**config.mk**
```make
export PLATFORM = sky130hd
export DESIGN_NAME = br_ctrl
export DESIGN_NICKNAME = d
export VERILOG_FILES = /design/src/rtl/br_ctrl_pkg.sv /design/src/rtl/br_ctrl_wdog.sv /design/src/rtl/br_ctrl.sv
export SDC_FILE = /design/constraint.sdc
export NUM_CORES = 1
export LEC_CHECK = 0
export ABC_AREA = 1
export BUFFER_PORTS_ARGS = -buffer_cell sky130_fd_sc_hd__buf_2
export CORE_AREA = 2 2 230 232
export DETAILED_ROUTE_END_ITERATION = 10
export DIE_AREA = 0 0 232 234
export MAX_ROUTING_LAYER = met4
export PLACE_DENSITY_LB_ADDON = 0.1
export SETUP_SLACK_MARGIN = 0.5
export SKIP_LAST_GASP = 1
export SYNTH_ARGS = -nofsm -noshare
export SYNTH_HDL_FRONTEND = slang
export SYNTH_SLANG_ARGS = --single-unit
```
**constraint.sdc**
```tcl
create_clock -name clk -period 2.7 [get_ports clk]
set_clock_uncertainty 0.1 [all_clocks]
set_input_delay 0.54 -clock clk [delete_from_list [all_inputs] [get_ports clk]]
set_output_delay 0.54 -clock clk [all_outputs]
set_load 0.01 [all_outputs]
```
**src/rtl/br_ctrl_pkg.sv**
```systemverilog
// Shared types and constants for the branch-unit sequencer (br_ctrl) and its
// watchdog helper.
package br_ctrl_pkg;

  localparam int BRSEL_WIDTH = 2;

  typedef enum logic [BRSEL_WIDTH-1:0] {
    BRSEL_NONE  = 2'd0,
    BRSEL_PCREL = 2'd1,
    BRSEL_REG   = 2'd2
  } brsel_e;

  typedef enum logic [1:0] {
    ST_IDLE = 2'd0,
    ST_TRIG = 2'd1,
    ST_WAIT = 2'd2,
    ST_RESP = 2'd3
  } br_state_e;

  typedef struct packed {
    logic [BRSEL_WIDTH-1:0] brsel;
    logic [63:0]            pc;
    logic [63:0]            rs1;
    logic [63:0]            imm;
  } br_req_t;

  localparam logic [63:0] INSN_BYTES = 64'd4;

  // Fall-through address of a branch; wraps modulo 2^64.
  function automatic logic [63:0] link_addr(input logic [63:0] pc);
    return pc + INSN_BYTES;
  endfunction

endpackage

```
**src/rtl/br_ctrl_wdog.sv**
```systemverilog
// WAIT-state watchdog: counts cycles spent waiting on the branch unit and
// raises a sticky error when WAIT_MAX cycles pass without a response.
module br_ctrl_wdog
  import br_ctrl_pkg::*;
#(
  parameter int WAIT_MAX = 4
) (
  input  logic clk,
  input  logic reset_n,
  input  logic clr,
  input  logic en,
  output logic expire,
  output logic err
);

  localparam int CNT_W = $clog2(WAIT_MAX + 1);

  logic [CNT_W-1:0] cnt_q;

  // Fires in the last permitted WAIT cycle, so WAIT never lasts longer than WAIT_MAX.
  assign expire = en && (cnt_q == CNT_W'(WAIT_MAX - 1));

  // NOTE: state is updated with non-blocking assignments so every flop samples
  // pre-edge values regardless of process evaluation order.
  always_ff @(posedge clk or negedge reset_n) begin
    if (!reset_n) begin
      cnt_q <= '0;
      err   <= 1'b0;
    end else begin
      if (clr) begin
        cnt_q <= '0;
      end else if (en) begin
        cnt_q <= cnt_q + CNT_W'(1);
      end
      if (expire) begin
        err <= 1'b1;
      end
    end
  end

endmodule

```
**src/rtl/br_ctrl.sv**
```systemverilog
// Execute-stage sequencer around the branch unit: latches one op, triggers br,
// waits for its result, and hands link/taken/target to writeback and fetch.
module br_ctrl
  import br_ctrl_pkg::*;
#(
  parameter int WAIT_MAX = 4,
  parameter int EPOCH_W  = 2
) (
  input  logic                   clk,
  input  logic                   reset_n,
  input  logic                   in_valid,
  output logic                   in_ready,
  input  logic [BRSEL_WIDTH-1:0] in_brsel,
  input  logic [63:0]            in_pc,
  input  logic [63:0]            in_rs1,
  input  logic [63:0]            in_imm,
  input  logic                   kill,
  output logic                   br_trigger,
  output logic [BRSEL_WIDTH-1:0] br_sel,
  output logic [63:0]            br_a,
  output logic [63:0]            br_pc,
  output logic [63:0]            br_imm,
  input  logic [63:0]            br_out,
  input  logic                   br_redirect_valid,
  input  logic                   br_data_ok,
  output logic                   out_valid,
  input  logic                   out_ready,
  output logic [63:0]            out_link,
  output logic                   out_taken,
  output logic [63:0]            out_target,
  output logic                   flush,
  output logic [EPOCH_W-1:0]     epoch,
  output logic                   wd_err
);

  br_state_e          state_q, state_d;
  br_req_t            req_q, in_req;
  logic               taken_q;
  logic [63:0]        target_q;
  logic               flush_q;
  logic [EPOCH_W-1:0] epoch_q;
  logic [63:0]        link;
  logic               accept, resp_hs, wait_ok;
  logic               wd_clr, wd_en, wd_expire;

  assign in_req  = '{brsel: in_brsel, pc: in_pc, rs1: in_rs1, imm: in_imm};
  assign link    = link_addr(req_q.pc);
  assign accept  = in_valid && in_ready;
  // kill outranks both the br response and the consumer handshake.
  assign wait_ok = (state_q == ST_WAIT) && br_data_ok && !kill;
  assign resp_hs = (state_q == ST_RESP) && out_ready && !kill;

  assign wd_clr = (state_q != ST_WAIT);
  assign wd_en  = (state_q == ST_WAIT) && !br_data_ok && !kill;

  br_ctrl_wdog #(
    .WAIT_MAX(WAIT_MAX)
  ) u_wdog (
    .clk    (clk),
    .reset_n(reset_n),
    .clr    (wd_clr),
    .en     (wd_en),
    .expire (wd_expire),
    .err    (wd_err)
  );

  always_ff @(posedge clk or negedge reset_n) begin
    if (!reset_n) begin
      state_q <= ST_IDLE;
    end else begin
      state_q <= state_d;
    end
  end

  // NOTE: every variable assigned in always_comb gets a default first, so no
  // path can leave it unassigned and infer a latch.
  always_comb begin
    state_d = state_q;
    if (kill) begin
      state_d = ST_IDLE;
    end else begin
      case (state_q)
        ST_IDLE: if (in_valid)                  state_d = ST_TRIG;
        ST_TRIG:                                state_d = ST_WAIT;
        ST_WAIT: if (br_data_ok || wd_expire)   state_d = ST_RESP;
        ST_RESP: if (out_ready)                 state_d = ST_IDLE;
        default:                                state_d = ST_IDLE;
      endcase
    end
  end

  always_comb begin
    in_ready   = 1'b0;
    br_trigger = 1'b0;
    out_valid  = 1'b0;
    case (state_q)
      ST_IDLE: in_ready   = !kill;
      ST_TRIG: br_trigger = 1'b1;
      ST_RESP: out_valid  = 1'b1;
      default: ;
    endcase
  end

  always_ff @(posedge clk or negedge reset_n) begin
    if (!reset_n) begin
      req_q    <= '0;
      taken_q  <= 1'b0;
      target_q <= '0;
      flush_q  <= 1'b0;
      epoch_q  <= '0;
    end else begin
      flush_q <= resp_hs && taken_q;
      if (accept) begin
        req_q <= in_req;
      end
      if (wait_ok) begin
        target_q <= br_out;
        taken_q  <= br_redirect_valid && (br_out != link);
      end else if (wd_expire) begin
        // No answer from br: fall through rather than redirect to a stale value.
        target_q <= link;
        taken_q  <= 1'b0;
      end
      if (resp_hs && taken_q) begin
        epoch_q <= epoch_q + EPOCH_W'(1);
      end
    end
  end

  assign br_sel     = req_q.brsel;
  assign br_a       = req_q.rs1;
  assign br_pc      = req_q.pc;
  assign br_imm     = req_q.imm;
  assign out_link   = out_valid ? link : '0;
  assign out_taken  = taken_q;
  assign out_target = target_q;
  assign flush      = flush_q;
  assign epoch      = epoch_q;

endmodule
```
# Yosys cells after proc, flatten, opt, wreduce, memory -nomap -nowiden
# Cells that the tools add are included.
dict set report word_totals {
  in_bits 265
  regBits 268
  out_inout_bits 330
}
dict set report classes {
  n_reduce_logical 17
  add_sub_neg 3
  n_mux 15
  n_eq_ne 9
}
# op n
set ops {}
lappend ops {{$mux W64} 3}
lappend ops {{$add A64 B3 Y64 const B} 1}
lappend ops {{$ne A64 B64 Y1} 1}
lappend ops {{$logic_and A1 B1 Y1} 10}
lappend ops {{$mux W2} 4}
lappend ops {{$pmux W2 S4} 1}
lappend ops {{$mux W3} 2}
lappend ops {{$ne A3 B3 Y1 const B} 2}
lappend ops {{$mux W1} 5}
lappend ops {{$eq A2 B2 Y1 const B} 2}
lappend ops {{$reduce_bool A2 Y1} 2}
lappend ops {{$add A3 B1 Y3 const B} 1}
lappend ops {{$eq A3 B2 Y1 const B} 1}
lappend ops {{$ne A3 B2 Y1 const B} 1}
lappend ops {{$reduce_and A3 Y1} 1}
lappend ops {{$add A2 B1 Y2 const B} 1}
lappend ops {{$eq A2 B1 Y1 const B} 1}
lappend ops {{$logic_not A1 Y1} 2}
lappend ops {{$logic_not A2 Y1} 1}
lappend ops {{$ne A2 B2 Y1 const B} 1}
lappend ops {{$logic_or A1 B1 Y1} 1}

# Logic depth before layout (Yosys ltp)
# Gate-level depths: netlist (run 1).
dict set report depth {
  ltp_word 8
  mapped_depth 19
  mapped_depth_nobuf 19
}

# Modules after synthesis
# A second synthesis (run 1) with hierarchy kept.
dict set report unflattened {
  hier_cells 1745
  area_unflattened_um2 14258.7
}
# module instances area_each_um2 cells_per_inst
set by_module_without_submodules {}
lappend by_module_without_submodules {br_ctrl 1 14064.7 1721}
lappend by_module_without_submodules {br_ctrl_wdog 1 193.9 24}

# Least setup slack after synthesis (run 1)
# Ideal clock, no wire load.
dict set report synth_path {
  path_type {register to output}
  startpoint {register req_q, in the netlist br_pc[2]}
  endpoint {output out_link[38]}
  slack_ps 263
  arrival_ps 1797
  required_ps 2060
  path_stages_with_launch 11
  cell_sequence {dfrtp_1 > ha_1 > nand2_2 > nor2_4 > nand2_2 > nor2_4 > buf_6 > nand2_2 > o21bai_1 > nand2_1 > nor2_1}
}
dict set report synth_between {
  elab_chain_len 2
}
# element line_no
set synth_rtl {}
lappend synth_rtl {{from (decl)} br_ctrl.sv:37} ;# br_req_t req_q, in_req;
lappend synth_rtl {{from (signal assigned)} br_ctrl.sv:114} ;# req_q <= in_req;
lappend synth_rtl {{$add A64 B3 Y64} br_ctrl_pkg.sv:31} ;# return pc + INSN_BYTES;
lappend synth_rtl {{$mux W64} br_ctrl.sv:134} ;# assign out_link = out_valid ? link : '0;
lappend synth_rtl {{to (decl)} br_ctrl.sv:28} ;# output logic [63:0] out_link,
# Every way passes these cells.

# Final worst setup path (run 1)
dict set report layout_path {
  startpoint {register req_q, in the netlist br_pc[11]}
  endpoint {output out_link[38]}
}
# The elaborated chain is that of the path after synthesis.

==> results.txt, run 1 <==
The flow ran to the end, but the final reports show violations. The final reports fail on negative setup slack. The fraction of synthesis flops using an asynchronous set or reset pin came out at 100.0%. The starting utilization of the core area is 26.80%. In this run, the number of DRC markers left after iteration 0 of detailed routing was 872. The post-route worst setup slack came out at -336.3 ps. The total via count in the routed design came out at 14750. Entering global routing, the biggest net connects 70 pins.

The count of pins over their slew limit is 0. The data arrival time of the worst path came out at 2400 ps. The tool flagged a number of max-cap violations equal to 0. Counting every net in the synthesized netlist gives 1847. The post-detailed-routing wire length is 70830 µm.

The simple-gate portion of the synthesized area came out at 22.85%. The total power of the final layout came out at 26.11 mW. The number of search-and-repair iterations in the first detailed-routing pass came out at 5. Setup repair after global routing could not meet its margin everywhere. The congestion estimate from routability-driven global placement came to 0.9017.

The post-placement cell area is 18770 µm². The die extent in x is 232 µm. The total core area came out at 52020 µm².

The total track usage came out at 24.51%. The level count of the clock H-tree is 2. The maximum frequency from static timing analysis came out at 329.3 MHz. TritonCTS built the clock tree. Once detail routing completed, the nets flagged for antenna violations numbered 0.

In the layout the commonest cells are buf_2, dfrtp_1, nand2_1. Port buffering added 594 buffers. In the synthesized netlist the dominant register cell turns out to be dfrtp_1. In the final routed layout, each cell accounts on average for 22.49 µm. The number of placement rows came out at 84. The count of mapped cells out of synthesis came out at 1575. Clock-pin slew was measured on the worst setup and hold paths at 60 ps. The largest family of logic cells by synthesized area is simple AND/OR/NAND/NOR gates. The synthesized area per cell came out at 8.853 µm².

The final hold violation count was 0. The fraction of the mapped netlist area in adder cells is 0.6281%. The worst setup path is captured at an output pin. The count of cell types in the netlist came out at 39. The worst relative slew slack came out at 70.78%.

The worst setup path is launched from a flop. The portion of netlist area occupied by mux cells is 11.95%. The share of layout cells above drive strength 1 is 59.35%. The most common cell after layout, fill and taps aside is buf_2. The fraction of the yosys area taken by sequential cells is 48.10%. The maximum net fanout on the critical path is 4. Counting the buffers created by CTS gives 35. The floorplan die height is 234 µm. After synthesis the cells add up to 13940 µm². The number of antenna violations at the first check in global routing came out at 17. The global-route wire length before repair came out at 95210 µm. The half-perimeter wire length after placement came out at 52390 µm. The leakage power of the design is 11.77 nW. The total die area is 54290 µm².

The final critical-path required period is 3036 ps. Power spread over the standard cell area amounts to 1120 nW/µm². Compared with the post-synthesis result, the final layout area differs by 67.16%.

Setup violations remaining at the end of the flow were counted as 54. The number of clock sinks came out at 268. The setup path with the least slack is of type flop to output pin. Summing the areas of all compound-gate instances in the mapped netlist gives 8.274% of the synthesized area.

The slew at the pin closest to its max-slew limit is 438.3 ps. At the later pin of the worst-skew pair, clock insertion delay measures 560 ps. The worst hold margin came out at 112.7 ps. The worst IR drop on VDD came out at 0.0006176 V.

The xor/xnor cell area share of the yosys netlist came out at 3.518%. The total of warnings raised by yosys came out at 0. The I/O pin count came out at 595. The final worst-path cycle share is 112.5%. Summed over all layers, the global routing overflow is 0. The tree is rooted in a clkbuf_16.

The via count of the first global-routing pass came to 14730. The data required time at the worst endpoint is 2060 ps. The final-stage net count is 2697.

In the routed design, unresolved DRC markers number 0. After detailed routing, the number of vias per cell comes to 4.683. The number of storage elements in the synthesis netlist is 268. Yosys mapped a number of flops with a built-in enable equal to 0. The post-route cell area came out at 23310 µm². The worst hold path belongs to the class primary input to flop.

The number of buffers on the longest clock path came out at 3.
## sequential cells by signal (all words and copies together), names as in the netlist
register      count
br_a             64
u_wdog.err        1
br_sel            2
out_target       64
br_pc            64
out_taken         1
u_wdog.cnt_q      3
state_q           2
epoch             2
br_imm           64
flush             1
## worst paths after layout
path	end	cells past startpoint	slack, ps	from
min in group asynchronous	out_target[17]	2	400	reset_n
worst max register to register	out_taken	24	-270	br_pc[11]
worst max-delay path	out_link[38]	11	-340	br_pc[11]
max in group asynchronous	br_a[20]	3	1300	reset_n
worst min-delay path	br_a[60]	2	110	in_rs1[60]
worst min register to register	u_wdog.err	1	370	u_wdog.err
## worst max-delay path: stages (launching register included)
cell,delay [ps]
dfrtp_1,410
nand2_2,110
nor2_2,190
nand2_1,110
nor2_4,240
buf_6,140
nand2_4,50
o21bai_1,150
nand2_2,110
buf_6,140
nor2_4,80
buf_6,100
## metrics by stage
stage               setup WS (ps)  util [%]  instances  TNS [ps]
floorplan                   468.5         -       1575         0
global placement           -126.5     36.08       2930    -139.2
CTS                        -305.7     40.75       3053    -12550
finish                     -336.3     44.80       3150    -12090
global route               -438.5     44.79       3148    -17630
detailed placement         -109.1     36.08       2930    -177.1
## layout make-up
class,instances,area [µm²]
antenna,12,30.03
clock inverter,10,130.1
sequential,268,6735
inverter,120,483.0
tap,688,860.8
fill,5202,28720
multi-input combinational,1136,8282
clock buffer,52,1031
timing repair buffer,864,5756
## cells in the mapped netlist, types with 12 or more instances
master / count / area, µm²
o21ai_0: 71 / 355.3
inv_1: 115 / 431.7
xor2_1: 22 / 192.7
a21oi_1: 47 / 235.2
nand4_1: 13 / 81.33
nor2_1: 251 / 942.2
nand2_2: 19 / 118.9
dfrtp_1: 268 / 6706
nor2_2: 14 / 87.58
mux2_2: 148 / 1667
nand3_1: 66 / 330.3
nand3b_1: 12 / 90.09
clkbuf_1: 44 / 165.2
a22oi_1: 58 / 435.4
nand2_1: 350 / 1314
## metal layers
layer | global-route usage [%] | wire length, µm
met5 | - | 0
met4 | 9.575 | 2927
met3 | 6.530 | 4956
met2 | 41.03 | 35100
met1 | 27.98 | 27850
## what timing repair did
action | CTS | global route
gates resized for setup | 231 | 358
hold buffers | 1 | 0
pin swaps | 67 | 136
cloned | 0 | 13
hold endpoints to repair | 34 | 0
setup endpoints to repair | 127 | 260
setup buffers | 60 | 72
## power breakdown
part	internal (mW)	switching [mW]	leakage, nW
sequential	6.01	1.51	3.17
clock	2.85	1.95	0.557
combinational	6.23	7.55	8.05
total	15.1	11.0	11.8
## kinds of logic after synthesis
family | after synthesis
muxes | 148
AOI/OAI and AO/OA | 194
buffers and inverters | 172
and+or+nand+nor | 746
adders and majority gates | 7
xor gates and xnor gates | 40
DFF | 268
Note: power is estimated with default switching activity, not from simulation.
==> run 2: changes to the inputs <==
--- a/config.mk
+++ b/config.mk
@@ -10,10 +10,10 @@
 export CORE_AREA = 2 2 230 232
 export DETAILED_ROUTE_END_ITERATION = 10
 export DIE_AREA = 0 0 232 234
+export GPL_TIMING_DRIVEN = 0
 export MAX_ROUTING_LAYER = met4
-export PLACE_DENSITY_LB_ADDON = 0.1
+export PLACE_DENSITY = 0.5
 export SETUP_SLACK_MARGIN = 0.5
-export SKIP_LAST_GASP = 1
 export SYNTH_ARGS = -nofsm -noshare
 export SYNTH_HDL_FRONTEND = slang
 export SYNTH_SLANG_ARGS = --single-unit
==> run 2 against run 1 <==
Net effect:
- the run still ends with negative setup slack left
- first-iteration DRC count is 11% lower
- die area stayed put
- global-route usage is 1.3 points higher
- critical endpoint is now out_link[46]
- largest cell class unchanged
==> results.txt, run 2 (same netlist as run 1, synthesis figures left out) <==
The cell chosen for the clock root is clkbuf_16. The worst hold margin is 107.6 ps (-5.131 ps). The met2 wire length was 38720 µm (+10%). The number of antenna violations at the first check in global routing is 12 (-5). The post-route worst setup slack is -359.5 ps (-23.22 ps). The total via count in the routed design was 15420 (+4.5%). The number of setup violations in the final report came out at 55 (+1.9%).

The total track usage came to 25.77% (+1.3 points). The number of buffers created by CTS was 35 (unchanged). The number of clock sinks is 268 (unchanged). The total length of routed met3 wires came to 4820 µm (-2.7%). The data arrival time of the worst path came out at 2420 ps (+20 ps). The slew at the pin closest to its max-slew limit is 486.1 ps (+47.72 ps). The final RePlAce weighted congestion came out at 0.9295 (+3.1%).

The highest metal layer carrying signal wires in the routed design is met4. The clock slew at the register clock pins of the worst setup and hold paths came to 60 ps (about the same). The final reports fail on negative setup slack. The met1 layer wirelength in the final routing is 26630 µm (-4.4%). The final critical-path required period came out at 3060 ps (+23.23 ps).

The half-perimeter wire length after placement is 54180 µm (+3.4%). Relative to the synthesized area, the layout overhead comes to 76.51%. The count of pins over their slew limit is 0 (unchanged). The final-stage net count came to 2735 (+1.4%). The share of layout cells above drive strength 1 came out at 64.60% (+5.3 points). The routed via count divided by cell count came to 4.839 (+3.3%). The CTS tree is yes. The start-to-end type of the worst setup path is flop to output pin. The iteration-0 DRC count of the detailed router was 777 (-11%). The worst setup path is captured at an output pin.

The total die area came to 54290 µm² (unchanged). The maximum frequency from static timing analysis is 326.8 MHz (-0.76%). The routed wire length per instance came out at 23.07 µm (+2.6%). The number of buffers on the longest clock path came out at 3 (unchanged).

The count of max-cap constraint violations is 0 (unchanged). The global-route congestion overflow total is 0 (unchanged). The global-route wire length before repair came out at 99100 µm (+4.1%). The library cell used most frequently in the layout, excluding fill and tap cells, is buf_2. The pin count of the biggest net entering global routing came out at 82 (+17%). The final worst-path cycle share is 113.3% (+0.86 points). The floorplan die height is 234 µm (unchanged).

The run finished, with violations left. In the layout the commonest cells are buf_2, dfrtp_1, nand2_1. The power per unit of standard cell area is 1113 nW/µm² (-0.63%).

The data required time at the worst endpoint came to 2060 ps (about the same). The worst relative slew slack is 67.60% (-3.2 points). The post-detailed-routing wire length came out at 73510 µm (+3.8%). The number of search-and-repair iterations in the first detailed-routing pass came to 6 (+1).

The level count of the clock H-tree is 2 (unchanged). The number of placement rows is 84 (unchanged). The number of buffers added on ports came out at 594 (unchanged). Setup repair after global routing could not meet its margin everywhere. The worst IR drop on VDD is 0.0007926 V (+28%). The leakage power of the design is 12.20 nW (+3.6%). The via count of the first global-routing pass came out at 15210 (+3.3%).

The starting utilization of the core area came out at 26.80% (unchanged). The worst setup path is launched from a flop. The total core area is 52020 µm² (unchanged). The die extent in x is 232 µm (unchanged). The number of remaining DRC errors came out at 0 (unchanged). The clock latency of the later-clocked register in the worst-skew pair came out at 560 ps (about the same). The maximum net fanout on the critical path is 4 (unchanged).

The share of the core filled with cells in the final layout is 47.31% (+2.5 points). The final hold violation count came to 0 (unchanged). The number of antenna-violating nets in the routed design is 0 (unchanged).

The path category of the worst min-delay check is primary input to flop. The I/O pin count was 595 (unchanged).
run 2: cell types whose count changed in the layout (fill, tap and decap cells not counted), moves of 21 or more:
cell	previous run	this run
o21ai_2	4	26
nand2_4	44	67
nand2_1	220	191
nor2_1	159	138
run 2: path summary, 6_finish.rpt:
kind	from	endpoint	slack, ps	depth (start not counted)
max reg2reg	br_pc[8]	out_taken	-200	20
max in group asynchronous	reset_n	br_a[26]	760	5
min	in_pc[43]	br_pc[43]	110	2
max	br_pc[3]	out_link[46]	-360	10
min reg2reg	u_wdog.err	u_wdog.err	370	1
min in group asynchronous	reset_n	out_target[16]	400	2
run 2: where the power goes:
part	switching (mW)	internal, mW
Clock	1.95	3.08
Sequential	1.71	6.04
Combinational	8.00	6.61
run 2: metal layers:
| metal | global-route usage (%) | vias up |
|---|---|---|
| li1 | - | 6979 |
| met3 | 5.399 | 172 |
| met4 | 9.535 | 0 |
| met1 | 27.34 | 7662 |
| met2 | 47.03 | 604 |
| met5 | - | - |
run 2: repair_timing:
action / 4_1_cts / 5_1_grt
gates cloned: 0 / 11
hold endpoints to repair: 46 / 0
resized for setup: 526 / 433
setup endpoints to repair: 323 / 325
pin swaps: 143 / 136
setup buffers: 176 / 66
hold buffers: 1 / 0
run 2: through the flow:
step | std cells | setup WS, ps | cell area, µm² | total power, mW | TNS, ps
final | 3186 | -359.5 | 24610 | 27.39 | -11570
after global routing | 3185 | -477.0 | 24610 | 28.94 | -16660
after CTS | 3100 | -369.4 | 22370 | 25.87 | -10870
after detailed placement | 2860 | -675.8 | 17930 | 17.69 | -87200
after global placement | 2857 | -4933 | 17840 | 17.55 | -1257260
after floorplan | 1575 | 468.5 | 14000 | 12.92 | 0
run 2: critical path, cell delays in order, from the launching register on:
cell     delay (ps)
dfrtp_2         420
ha_4            170
buf_6           100
buf_6           120
nand3_4          90
nor2_4          180
buf_6           160
nand4_1         250
nand2_2         190
nor2_1           50
buf_2           150
run 2: cell type report:
| type | instances | area [µm²] |
|---|---|---|
| sequential | 268 | 6755 |
| fill | 4958 | 27410 |
| inverter | 120 | 504.2 |
| clock inverter | 14 | 219.0 |
| buffer | 52 | 521.8 |
| clock buffer | 49 | 999.7 |
| multi-input combinational | 1135 | 9026 |
| timing repair buffer | 851 | 5702 |
| tap | 688 | 860.8 |
| antenna | 9 | 22.52 |
==> run 3: changes to the inputs <==
--- a/config.mk
+++ b/config.mk
@@ -12,7 +12,7 @@
 export DIE_AREA = 0 0 232 234
 export GPL_TIMING_DRIVEN = 0
 export MAX_ROUTING_LAYER = met4
-export PLACE_DENSITY = 0.5
+export PLACE_DENSITY = 0.54
 export SETUP_SLACK_MARGIN = 0.5
 export SYNTH_ARGS = -nofsm -noshare
 export SYNTH_HDL_FRONTEND = slang
==> run 3 against run 2 <==
Net effect:
- the run still ends with negative setup slack left
- die area is the same
- power shrank 2.8%
- count of clock-buffer cells in the layout is the same
- cell count shrank 0.50%
- sequential cell count is the same
- non-clock buffer count shrank 17
- hold slack gained 13 ps
- cell area shrank 3.1%
- first-iteration DRC count shrank 2.4%
- critical endpoint is now out_link[18]
- largest cell class unchanged
==> results.txt, run 3 (same netlist as run 1, synthesis figures left out) <==
The leakage power of the design came out at 11.82 nW (-3.1%). The flow ran to the end, but the final reports show violations. The count of max-cap constraint violations is 0 (unchanged).

The checks that failed: negative setup slack. The critical path is of the flop to output pin type. The count of cell instances traversed by the critical path is 11 (+1).

The number of remaining DRC errors was 0 (unchanged). The maximum net fanout on the critical path came to 6 (+2). The routed via count divided by cell count was 4.811 (-0.58%). The final hold violation count was 0 (unchanged). The total die area is 54290 µm² (unchanged). The total via count in the routed design came out at 15250 (-1.1%). The total track usage is 25.64% (-0.13 points). The routed wire length per instance is 22.47 µm (-2.6%).

The kind of end point of the critical path is an output pin. The critical path's largest stage delay is 430 ps (about the same). The post-detailed-routing wire length is 71220 µm (-3.1%). The number of antenna-violating nets in the routed design is 0 (unchanged). The number of buffers on the longest clock path was 3 (unchanged).

The slew at the pin closest to its max-slew limit is 813.3 ps (+327.3 ps). Leaving out fill and tap cells, the most frequent cells in the layout are buf_2, dfrtp_1, nand2_1. TritonCTS built the clock tree.

The path category of the worst min-delay check is primary input to flop. The worst relative slew slack came out at 45.78% (-22 points). The global-route congestion overflow total was 0 (unchanged).

The data arrival time of the worst path was 2440 ps (+20 ps). The via count of the first global-routing pass was 15240 (+0.18%). The final worst-path cycle share came out at 113.9% (+0.59 points). The starting utilization of the core area was 26.80% (unchanged). The number of clock sinks came out at 268 (unchanged). The number of antenna violations at the first check in global routing was 30 (+18).

Setup repair after global routing could not meet its margin everywhere. The share of the core filled with cells in the final layout is 45.86% (-1.4 points). The I/O pin count is 595 (unchanged).

The final critical-path required period is 3076 ps (+16.05 ps). Broken down by cell family, the worst path's largest delay share belongs to simple AND/OR/NAND/NOR gates. The count of cells along the worst register-to-register path came to 20 (unchanged).

Among all stages on the critical path, the largest delay is contributed by dfrtp_2. The filler cell count in the final layout is 5024 (+1.3%). Traced cell by cell, the critical path runs through ha_4, nand2_4, nor2_4, nand2_4, nor2_4, buf_8, buf_4, buf_6, xor2_2, nor2_1, buf_2. The number of buffers added on ports came out at 594 (unchanged). The cell count of the worst hold path came out at 2 (unchanged).

STA classifies the critical path startpoint as a flop. The number of search-and-repair iterations in the first detailed-routing pass was 5 (-1). The number of setup violations in the final report is 56 (+1.8%). The maximum frequency from static timing analysis is 325.1 MHz (-0.52%). The worst IR drop on VDD came out at 0.0007085 V (-11%). The synthesis-to-finish area growth is 71.11%.

The most common cell after layout, fill and taps aside is buf_2. The global-route wire length before repair was 99040 µm (about the same). The critical path buffer and inverter count is 4 (unchanged). The clock slew at the register clock pins of the worst setup and hold paths was 60 ps (about the same). The number of buffers created by CTS is 35 (unchanged). The total core area was 52020 µm² (unchanged). The power per unit of standard cell area came out at 1115 nW/µm² (+0.22%). The count of pins over their slew limit came out at 0 (unchanged). The iteration-0 DRC count of the detailed router was 758 (-2.4%). The placement-stage worst setup slack is -632.2 ps (+43.62 ps). The clock latency of the later-clocked register in the worst-skew pair was 550 ps (about the same). The number of placement rows is 84 (unchanged). Clock tree synthesis selected as its root buffer the cell clkbuf_16. The final-stage net count came out at 2718 (-0.62%).

The post-route worst setup slack is -375.6 ps (-16.05 ps). The half-perimeter wire length after placement is 53790 µm (-0.71%). The data required time at the worst endpoint came to 2060 ps (about the same). The level count of the clock H-tree is 2 (unchanged). The share of layout cells above drive strength 1 is 62.26% (-2.3 points). The final RePlAce weighted congestion was 0.9446 (+1.6%).

The die extent in x came out at 232 µm (unchanged). The pin count of the biggest net entering global routing is 93 (+13%). The floorplan die height came out at 234 µm (unchanged).
-- run 3: cell count changes in the layout (fill, tap and decap cells not counted), sizes merged --
cell | before | now
clkbuf | 77 | 84
clkdlybuf4s15 | 0 | 1
diode | 9 | 10
bufinv | 5 | 3
clkinv | 7 | 11
buf | 874 | 849
clkinvlp | 3 | 1
-- run 3: through the flow --
step / setup TNS, ps / instances / cell area, µm² / power [mW] / hold slack, ps
after floorplan: 0 / 1575 / 14000 / 12.92 / 144.4
final: -14520 / 3170 / 23860 / 26.61 / 120.6
after detailed placement: -85630 / 2859 / 17900 / 17.64 / 356.3
after global placement: -1213680 / 2857 / 17840 / 17.48 / 350.9
after global routing: -19350 / 3166 / 23850 / 28.18 / 99.77
after CTS: -12890 / 3079 / 21870 / 25.12 / 83.56
-- run 3: report_power, final --
group	internal, mW	switching (mW)	total, mW
logic	6.37	7.64	14.0
clock network	2.94	1.94	4.87
registers	6.04	1.69	7.73
total	15.3	11.3	26.6
-- run 3: layout make-up --
class / instances / area, µm² / share of cell area [%]
antenna: 10 / 25.02 / 0.1049
buffer: 52 / 473.0 / 1.982
clock buffer: 49 / 1020 / 4.274
clock inverter: 14 / 167.7 / 0.7027
inverter: 120 / 496.7 / 2.082
multi-input combinational: 1135 / 8668 / 36.33
sequential: 268 / 6753 / 28.30
tap: 688 / 860.8 / 3.608
timing repair buffer: 834 / 5394 / 22.61
-- run 3: worst paths after layout --
| check | start | slack [ps] | endpoint |
|---|---|---|---|
| min reg2reg | epoch[1] | 370 | epoch[1] |
| max | br_pc[3] | -380 | out_link[18] |
| max in group asynchronous | reset_n | 970 | br_pc[5] |
| max reg2reg | br_pc[3] | -240 | out_taken |
| min | in_imm[11] | 120 | br_imm[11] |
| min in group asynchronous | reset_n | 470 | br_a[63] |
-- run 3: timing repair --
item                                   in CTS  in global routing
endpoints found under the hold margin      90                  0
pin swaps                                 102                114
buffers inserted                          155                 75
resized for setup                         457                371
cloned                                      1                  6
setup endpoints to repair                 323                150
hold buffers                                1                  0
-- run 3: metal layers --
layer	share of wire, %	up-vias	GRT usage, %
met5	0	-	-
met4	4.1	0	8.514
met3	6.1	181	4.876
met2	53	608	46.97
met1	37	7522	27.76
li1	-	6940	-
